[src/rtl/clk_div_nco.sv]
// clk_div_nco
//   Multi-channel fractional clock divider built from one phase accumulator
//   per channel. Each rising edge an enabled channel adds its programmable
//   increment to its accumulator, modulo 2^ACC_W. The output frequency is
//   f_clk * inc / 2^ACC_W.
//
// Ports
//   clk       system clock, all state updates on the rising edge
//   reset     asynchronous, active-high reset
//   en        per-channel accumulate enable
//   sync_clr  synchronous clear of every accumulator (phase alignment)
//   inc_wr    one-cycle increment write strobe
//   inc_sel   channel index for the write; indices >= NUM_CH are ignored
//   inc_data  new increment value
//   clk_out   per-channel divided clock (accumulator MSB, ~50% duty)
//   tick      per-channel registered one-cycle pulse on accumulator wrap
//   inc_q     current increments, channel i at [i*ACC_W +: ACC_W]
module clk_div_nco #(
    parameter int NUM_CH      = 4,
    parameter int ACC_W       = 26,
    parameter int DEFAULT_INC = 160,
    parameter int CH_W        = 4
) (
    input  logic                      clk,
    input  logic                      reset,
    input  logic [NUM_CH-1:0]         en,
    input  logic                      sync_clr,
    input  logic                      inc_wr,
    input  logic [CH_W-1:0]           inc_sel,
    input  logic [ACC_W-1:0]          inc_data,
    output logic [NUM_CH-1:0]         clk_out,
    output logic [NUM_CH-1:0]         tick,
    output logic [NUM_CH*ACC_W-1:0]   inc_q
);

    localparam logic [ACC_W-1:0] DEF_INC = ACC_W'(DEFAULT_INC);

    logic [ACC_W-1:0]  acc [NUM_CH];
    logic [ACC_W-1:0]  inc [NUM_CH];
    logic [NUM_CH-1:0] tick_r;

    always_ff @(posedge clk or posedge reset) begin
        if (reset) begin
            for (int unsigned i = 0; i < NUM_CH; i++) begin
                acc[i] <= '0;
                inc[i] <= DEF_INC;
            end
            tick_r <= '0;
        end else begin
            for (int unsigned i = 0; i < NUM_CH; i++) begin
                if (sync_clr) begin
                    acc[i]    <= '0;
                    tick_r[i] <= 1'b0;
                end else if (en[i]) begin
                    // Carry out of the ACC_W+1 bit sum is the wrap strobe.
                    {tick_r[i], acc[i]} <= {1'b0, acc[i]} + {1'b0, inc[i]};
                end else begin
                    tick_r[i] <= 1'b0;
                end

                // Matching only existing channel indices drops out-of-range
                // writes. The add above sees the old increment this edge.
                if (inc_wr && (inc_sel == CH_W'(i))) begin
                    inc[i] <= inc_data;
                end
            end
        end
    end

    for (genvar g = 0; g < NUM_CH; g++) begin : g_out
        assign clk_out[g]                = acc[g][ACC_W-1];
        assign inc_q[g*ACC_W +: ACC_W]   = inc[g];
    end

    assign tick = tick_r;

endmodule
[config.mk]
export PLATFORM = sky130hd
export DESIGN_NAME = clk_div_nco
export DESIGN_NICKNAME = d
export VERILOG_FILES = /design/src/rtl/clk_div_nco.sv
export SDC_FILE = /design/constraint.sdc
export NUM_CORES = 1
export LEC_CHECK = 0
export BUFFER_PORTS_ARGS = -buffer_cell sky130_fd_sc_hd__buf_2
export CORE_AREA = 2 2 202 204
export CTS_CLUSTER_DIAMETER = 100
export DETAILED_ROUTE_END_ITERATION = 8
export DIE_AREA = 0 0 204 206
export MAX_ROUTING_LAYER = met4
export PLACE_DENSITY = 0.59
export SLEW_MARGIN = 20
export SYNTH_ARGS = -nofsm -noshare
export SYNTH_HDL_FRONTEND = slang
export SYNTH_SLANG_ARGS = --single-unit
[constraint.sdc]
create_clock -name clk -period 9.95 [get_ports clk]
set_clock_uncertainty 0.1 [all_clocks]
set_input_delay 1.4925 -clock clk [delete_from_list [all_inputs] [get_ports clk]]
set_output_delay 1.4925 -clock clk [all_outputs]
set_load 0.02 [all_outputs]
* After elaboration in Yosys (flattened, before gate mapping)
Index checks and enable logic that the tools add are counted.
** Storage, ports and cells
- Register bits :: 212
- Bits in latches :: 0
- Memory bits (writable) :: 0
- Bits in read-only memories :: 0
- Bits of input ports :: 38
- Output and inout bits :: 112
- Word-level logic and storage cells :: 41
- Memories kept :: 0
** Cells by class
- Add/subtract/negate cells :: 4
- Multipliers :: 0
- Div/mod/pow operators :: 0
- Magnitude comparators :: 0
- Equality and inequality tests :: 3
- Shift-type cells :: 0
- Muxes and demuxes :: 16
- Bitwise logic cells :: 0
- Reductions and logical operators :: 9
** Operators with widths (count)
- $mux 26 :: 8
- $add 26x26->27 :: 4
- $eq 4x2->1 const B :: 2
- $mux 1 :: 8
- $reduce_bool 2->1 :: 4
- $eq 4x1->1 const B :: 1
- $logic_and 1x1->1 :: 4
- $logic_not 4->1 :: 1

* Logic depth before layout (Yosys ltp)
- Word-level depth :: 3
- Mapped depth :: 11
- Depth with buffers taken out :: 11

* Worst setup path after synthesis
Ideal clock, no wire load.
- Path type :: input -> register
- Start point :: input port inc_sel[3]
- End point :: register inc, in the netlist inc_q[10]
- Setup time :: 0.125 ns
- Arrival time :: 3.051 ns
- Data required time :: 9.725 ns
- Path slack :: 6.674 ns
- Cell stages on the path :: 5
- Path buffers :: 1
- Cells stage by stage :: nor2_1 nand2_1 nor3_1 clkbuf_1 mux2_2
** Between the ends
- Longest elaborated chain between the ends :: 2
** RTL lines
- start: declaration :: RTL line 29 : input logic [CH_W-1:0] inc_sel,
- $logic_not 4->1 :: RTL line 63 : if (inc_wr && (inc_sel == CH_W'(i))) begin
- $logic_and 1x1->1 :: RTL line 63
- end signal: indexed assignment :: RTL line 64 : inc[i] <= inc_data;
- end: declaration :: RTL line 39 : logic [ACC_W-1:0] inc [NUM_CH];
No other way between the ends.
A chain may end at the register's enable or synchronous reset.

* Final worst setup path
- Start point :: input port sync_clr
- End point :: register acc[101] (netlist name)
** Between the ends
- Longest elaborated chain between the ends :: 1
- Elaborated cells between the ends (all ways) :: 2
- Classes of those cells :: 1 x mux; 1 x reduce/logical
** RTL lines
- start: declaration :: RTL line 27 : input logic sync_clr,
- $mux 26 / $reduce_bool 2->1 (equally long branches)
- end signal: indexed assignment :: RTL line 56 : {tick_r[i], acc[i]} <= {1'b0, acc[i]} + {1'b0, inc[i]};
- end: declaration :: RTL line 38 : logic [ACC_W-1:0] acc [NUM_CH];
Parallel ways exist; a longest one is shown, timed or not.

==> flow_results.org <==
** Layout
- In the layout the commonest cells are sky130_fd_sc_hd__dfrtp_1, sky130_fd_sc_hd__buf_2, sky130_fd_sc_hd__nor2_1, sky130_fd_sc_hd__ha_1, sky130_fd_sc_hd__mux2_2.
- Filler cell count in the final layout :: 4088
- Register Area :: 5320 um^2
- The library cell used most frequently in the layout, excluding fill and tap cells, is sky130_fd_sc_hd__dfrtp_1.
- Area delta synth->final :: 15.7%
- Final Non-Filler Cells :: 2030
- Net count reported at finish :: 1622
- Once layout is done, the placed cells without fillers occupy between 15000 and 20000 um^2.
- Share of layout cells above drive strength 1 :: 21.9%
- Area taken by multi-input logic gates :: approximately 8000 um^2

** Synth
- Synth top area cells :: sky130_fd_sc_hd__dfrtp_1, sky130_fd_sc_hd__ha_1, sky130_fd_sc_hd__mux2_2, sky130_fd_sc_hd__a21oi_1, sky130_fd_sc_hd__nor2_1
- The largest total area in the synthesized netlist belongs to sky130_fd_sc_hd__dfrtp_1.
- Flip-flop cell with the highest count after synthesis :: sky130_fd_sc_hd__dfrtp_1
- Average cell area after synthesis :: 9.94 um^2
- In the synthesized netlist the async set-or-reset flop fraction comes to 100%.
- The synthesized design contains 0 enable-type register cells.
- Counting every net in the synthesized netlist gives 1495.
- In this run, synthesis produced a sequential element count of about 210.
- After synthesis the cells add up to roughly 13000 um^2.
- The share of synthesized area in the top cell type comes to 38.1%.
- Total of warnings raised by yosys :: 0
- Number of cells produced by synthesis :: 1349
- Post-synthesis cell type count :: 74
- Sequential elements use between 30% and 40% of the synthesized area.

** Clock tree
- Resize count post-CTS :: 0
- Quantity of hold-fixing buffers added after cts :: 0
- Post-CTS setup buffer count :: 0
- Clock sinks :: 212
- CTS built an H-tree with a depth of 1.
- TritonCTS created 25 clock buffers.
- Cell at the root of the clock tree :: sky130_fd_sc_hd__clkbuf_16
- Clock latency on the worst-skew pair, taken at its later pin, is 0.55 ns.
- Clock-pin slew was measured on the worst setup and hold paths at 0.06 ns.
- TritonCTS built the clock tree.
- CTS Buffer Depth :: 3

** Placement
- HPWL Detailed :: 29100 um
- At the end of routability-driven placement, the weighted congestion stood at about 0.9.
- Count of buffers from port buffering :: approximately 150
- Area after detailed placement :: around 15000 um^2
- Once placement completed, the tool counted placed cells totaling 1981.

** Pwr
- The design draws 0.00396 W.
- Total power per unit cell area :: between 200 and 300 nW/um^2
- Cell-internal power :: about 0.0024 W
- The worst-case IR drop observed on VDD is 0.132 mV.
- Combinational cell fraction of total power :: 44.7%
- Net switching is 40.4% of the power.
- The analysis attributes to net switching a power of 0.00160 W.
- In this run the static leakage power is 7.52 nW.
- Sequential fraction of design power :: 31.7%
- Per report_power, the clock group accounts for 23.7% of the total.

** Min path
- The min-delay analysis places its worst path in the category reg -> reg.
- The worst hold path begins at acc[67].
- For hold timing, the worst endpoint is acc[67].
- Along the worst hold path, the cell count comes to 2.

** Setup path
- The largest single stage delay on the critical path is 0.74 ns.
- In this run the worst path has a maximum fanout of 64.
- Worst-path cell chain :: buf_2 > buf_4 > nor2_1 > and2_1 > a311o_1
- Grouping stages by cell kind, the critical path spends the most delay in buffers and inverters.
- The number of cells on the worst reg-to-reg path is 11.
- Counting both buffers and inverters, the worst setup path holds a total of 2.
- For flop-to-flop paths, the worst setup slack is between 6 and 7 ns.
- The worst setup path is launched from an input port.
- STA classifies the critical path endpoint as a register.
- The worst register-to-register path begins at inc_q[26].
- Crit-path slowest cell :: sky130_fd_sc_hd__buf_4
- The worst setup path is of the in -> reg kind.
- Critical Path AT :: approximately 3.6 ns
- Required @ worst endpoint :: 10.28 ns
- Reg2reg end :: tick[1]

** Floorplan
- The die is 206 um tall.
- Pin placement for this block handled 150 I/O pins.
- Floorplan Core Area :: 40200 um^2
- The initial utilization of the core area, before any placement, comes to 33.4%.
- The initialized floorplan defines 74 standard-cell rows.
- The floorplan step defined a die boundary enclosing 42000 um^2.
- Width of the die :: 204 um

** Route
- Detailed-routing iteration count for the pre-antenna-repair pass :: 5
- The detail route stage leaves a number of antenna-violating nets equal to 0.
- Via-to-Cell Ratio :: 5.34
- Wire length reported by the detailed router :: 39600 um
- Dividing the detail-routed wire length by the instance count gives 19.5 um.
- Detailed routing inserted a total of 10836 vias.
- For this block, the initial DRC count from the detailed router was 563.
- Number of design rule violations left after detail routing :: 0

** Run
- Number of max-cap violations :: 0

** STA
- Setup repair after global routing left no endpoint under its margin.
- Final critical delay including setup and external delays :: 3.27 ns
- Number of hold violations in the final report :: 0
- Setup violations remaining at the end of the flow were counted as 0.
- The worst path uses 32.8% of the clock period.
- Final-report max-slew violation count :: 0
- Based on the critical path, the design can be clocked at up to roughly 0.3 GHz.
- In the final timing run, aggregate negative setup slack is 0 ns.
- Measured against its own limit, the worst slew margin works out to between 30% and 40%.
- Worst Max-Slew Pin Slew :: 0.940 ns
- Final hold analysis gives a worst-case slack of around 0.40 ns.

** GRT
- The first global-routing pass estimated 61700 um of wire.
- The number of global-route vias before repair came to 10573.
- The total overflow left after global routing is 0.
- Number of antenna violations at the first check in global routing :: 6
- Global routing consumed, over all layers together, 19.5% of the routing resources.
- Entering global routing, the biggest net connects between 80 and 90 pins.

** Outcome
- The run finished with clean final reports.
power by group through the flow:
| stage | registers, W | logic (W) | clock network, W |
|---|---|---|---|
| 3_3_place_gp | 0.00126 | 0.00174 | 0 |
| 5_1_grt | 0.00128 | 0.00197 | 0.000998 |
| 3_5_place_dp | 0.00127 | 0.00176 | 0 |
| 2_1_floorplan | 0.00133 | 0.00123 | 0 |
| 6_report | 0.00126 | 0.00177 | 0.000938 |
| 4_1_cts | 0.00126 | 0.00177 | 0.000963 |
cell usage after synthesis (28+ instances only):
master                     count
sky130_fd_sc_hd__o21ai_0      28
sky130_fd_sc_hd__clkbuf_1     47
sky130_fd_sc_hd__mux2i_1      47
sky130_fd_sc_hd__xnor2_1      37
sky130_fd_sc_hd__nand3_1      47
sky130_fd_sc_hd__dfrtp_1     204
sky130_fd_sc_hd__ha_1        104
sky130_fd_sc_hd__a21oi_1     101
sky130_fd_sc_hd__nand2_1      80
sky130_fd_sc_hd__nor2_1      133
sky130_fd_sc_hd__a21o_1       56
sky130_fd_sc_hd__mux2_2      102
sky130_fd_sc_hd__xor2_1       35
registers in the layout (all words and copies together) (netlist names):
name,flops
acc,100
clk_out,4
inc_q,104
tick,4
tightest hold or removal path, delay by kind of cell, from the launching register on:
family | cells | cell delay [ns]
compound gates | 1 | 0.07
simple gates | 1 | 0.05
flops | 1 | 0.34
per-layer routing:
| metal | vias to the layer above | global-route usage (%) | part of all wire (%) |
|---|---|---|---|
| met5 | - | - | 0 |
| met4 | 0 | 5.25 | 2.6 |
| met3 | 55 | 2.79 | 5.1 |
| met2 | 250 | 31.1 | 46 |
| met1 | 5317 | 25.9 | 46 |
| li1 | 5214 | - | - |
logic make-up (layout without fill, tap and decap cells):
| kind of cell | count (synthesis) | in the layout | synth area share [%] |
|---|---|---|---|
| buffers and inverters | 84 | 230 | 2.46 |
| XOR/XNOR | 72 | 72 | 4.70 |
| adder cells (fa/ha/maj) | 108 | 108 | 10.3 |
| AND/OR/NAND/NOR | 362 | 362 | 12.6 |
| other | 0 | 3 | 0 |
| flip-flops | 212 | 212 | 39.6 |
| multiplexers | 149 | 149 | 12.1 |
| AO/OA/AOI/OAI | 362 | 362 | 18.3 |
worst max-delay path by stage:
stage | startpoint | cells after the start | end | slack [ns]
floorplan | reset | 1 | acc[0] | 2.58
global placement | sync_clr | 5 | acc[101] | 6.13
detailed placement | sync_clr | 5 | acc[101] | 6.12
CTS | sync_clr | 5 | acc[101] | 6.70
global route | inc_q[26] | 11 | tick[1] | 6.49
finish | sync_clr | 5 | acc[101] | 6.68
cell type report:
| class | instances | share of cell area (%) |
|---|---|---|
| clock inverters | 11 | 0.734 |
| repair buffers | 157 | 5.19 |
| well taps | 532 | 4.29 |
| multi-input cells | 1053 | 50.1 |
| diodes | 3 | 0.0484 |
| flip-flops and latches | 212 | 34.3 |
| clock buffers | 35 | 4.66 |
| inverters | 27 | 0.701 |
per-stage QoR:
stage | worst slack, ns | utilization (%)
2_1_floorplan | 2.58 | -
3_3_place_gp | 6.13 | 36.5
3_5_place_dp | 6.12 | 36.5
4_1_cts | 6.70 | 38.6
5_1_grt | 6.49 | 38.6
6_report | 6.68 | 38.6
Power figures use the tool's default switching activity.
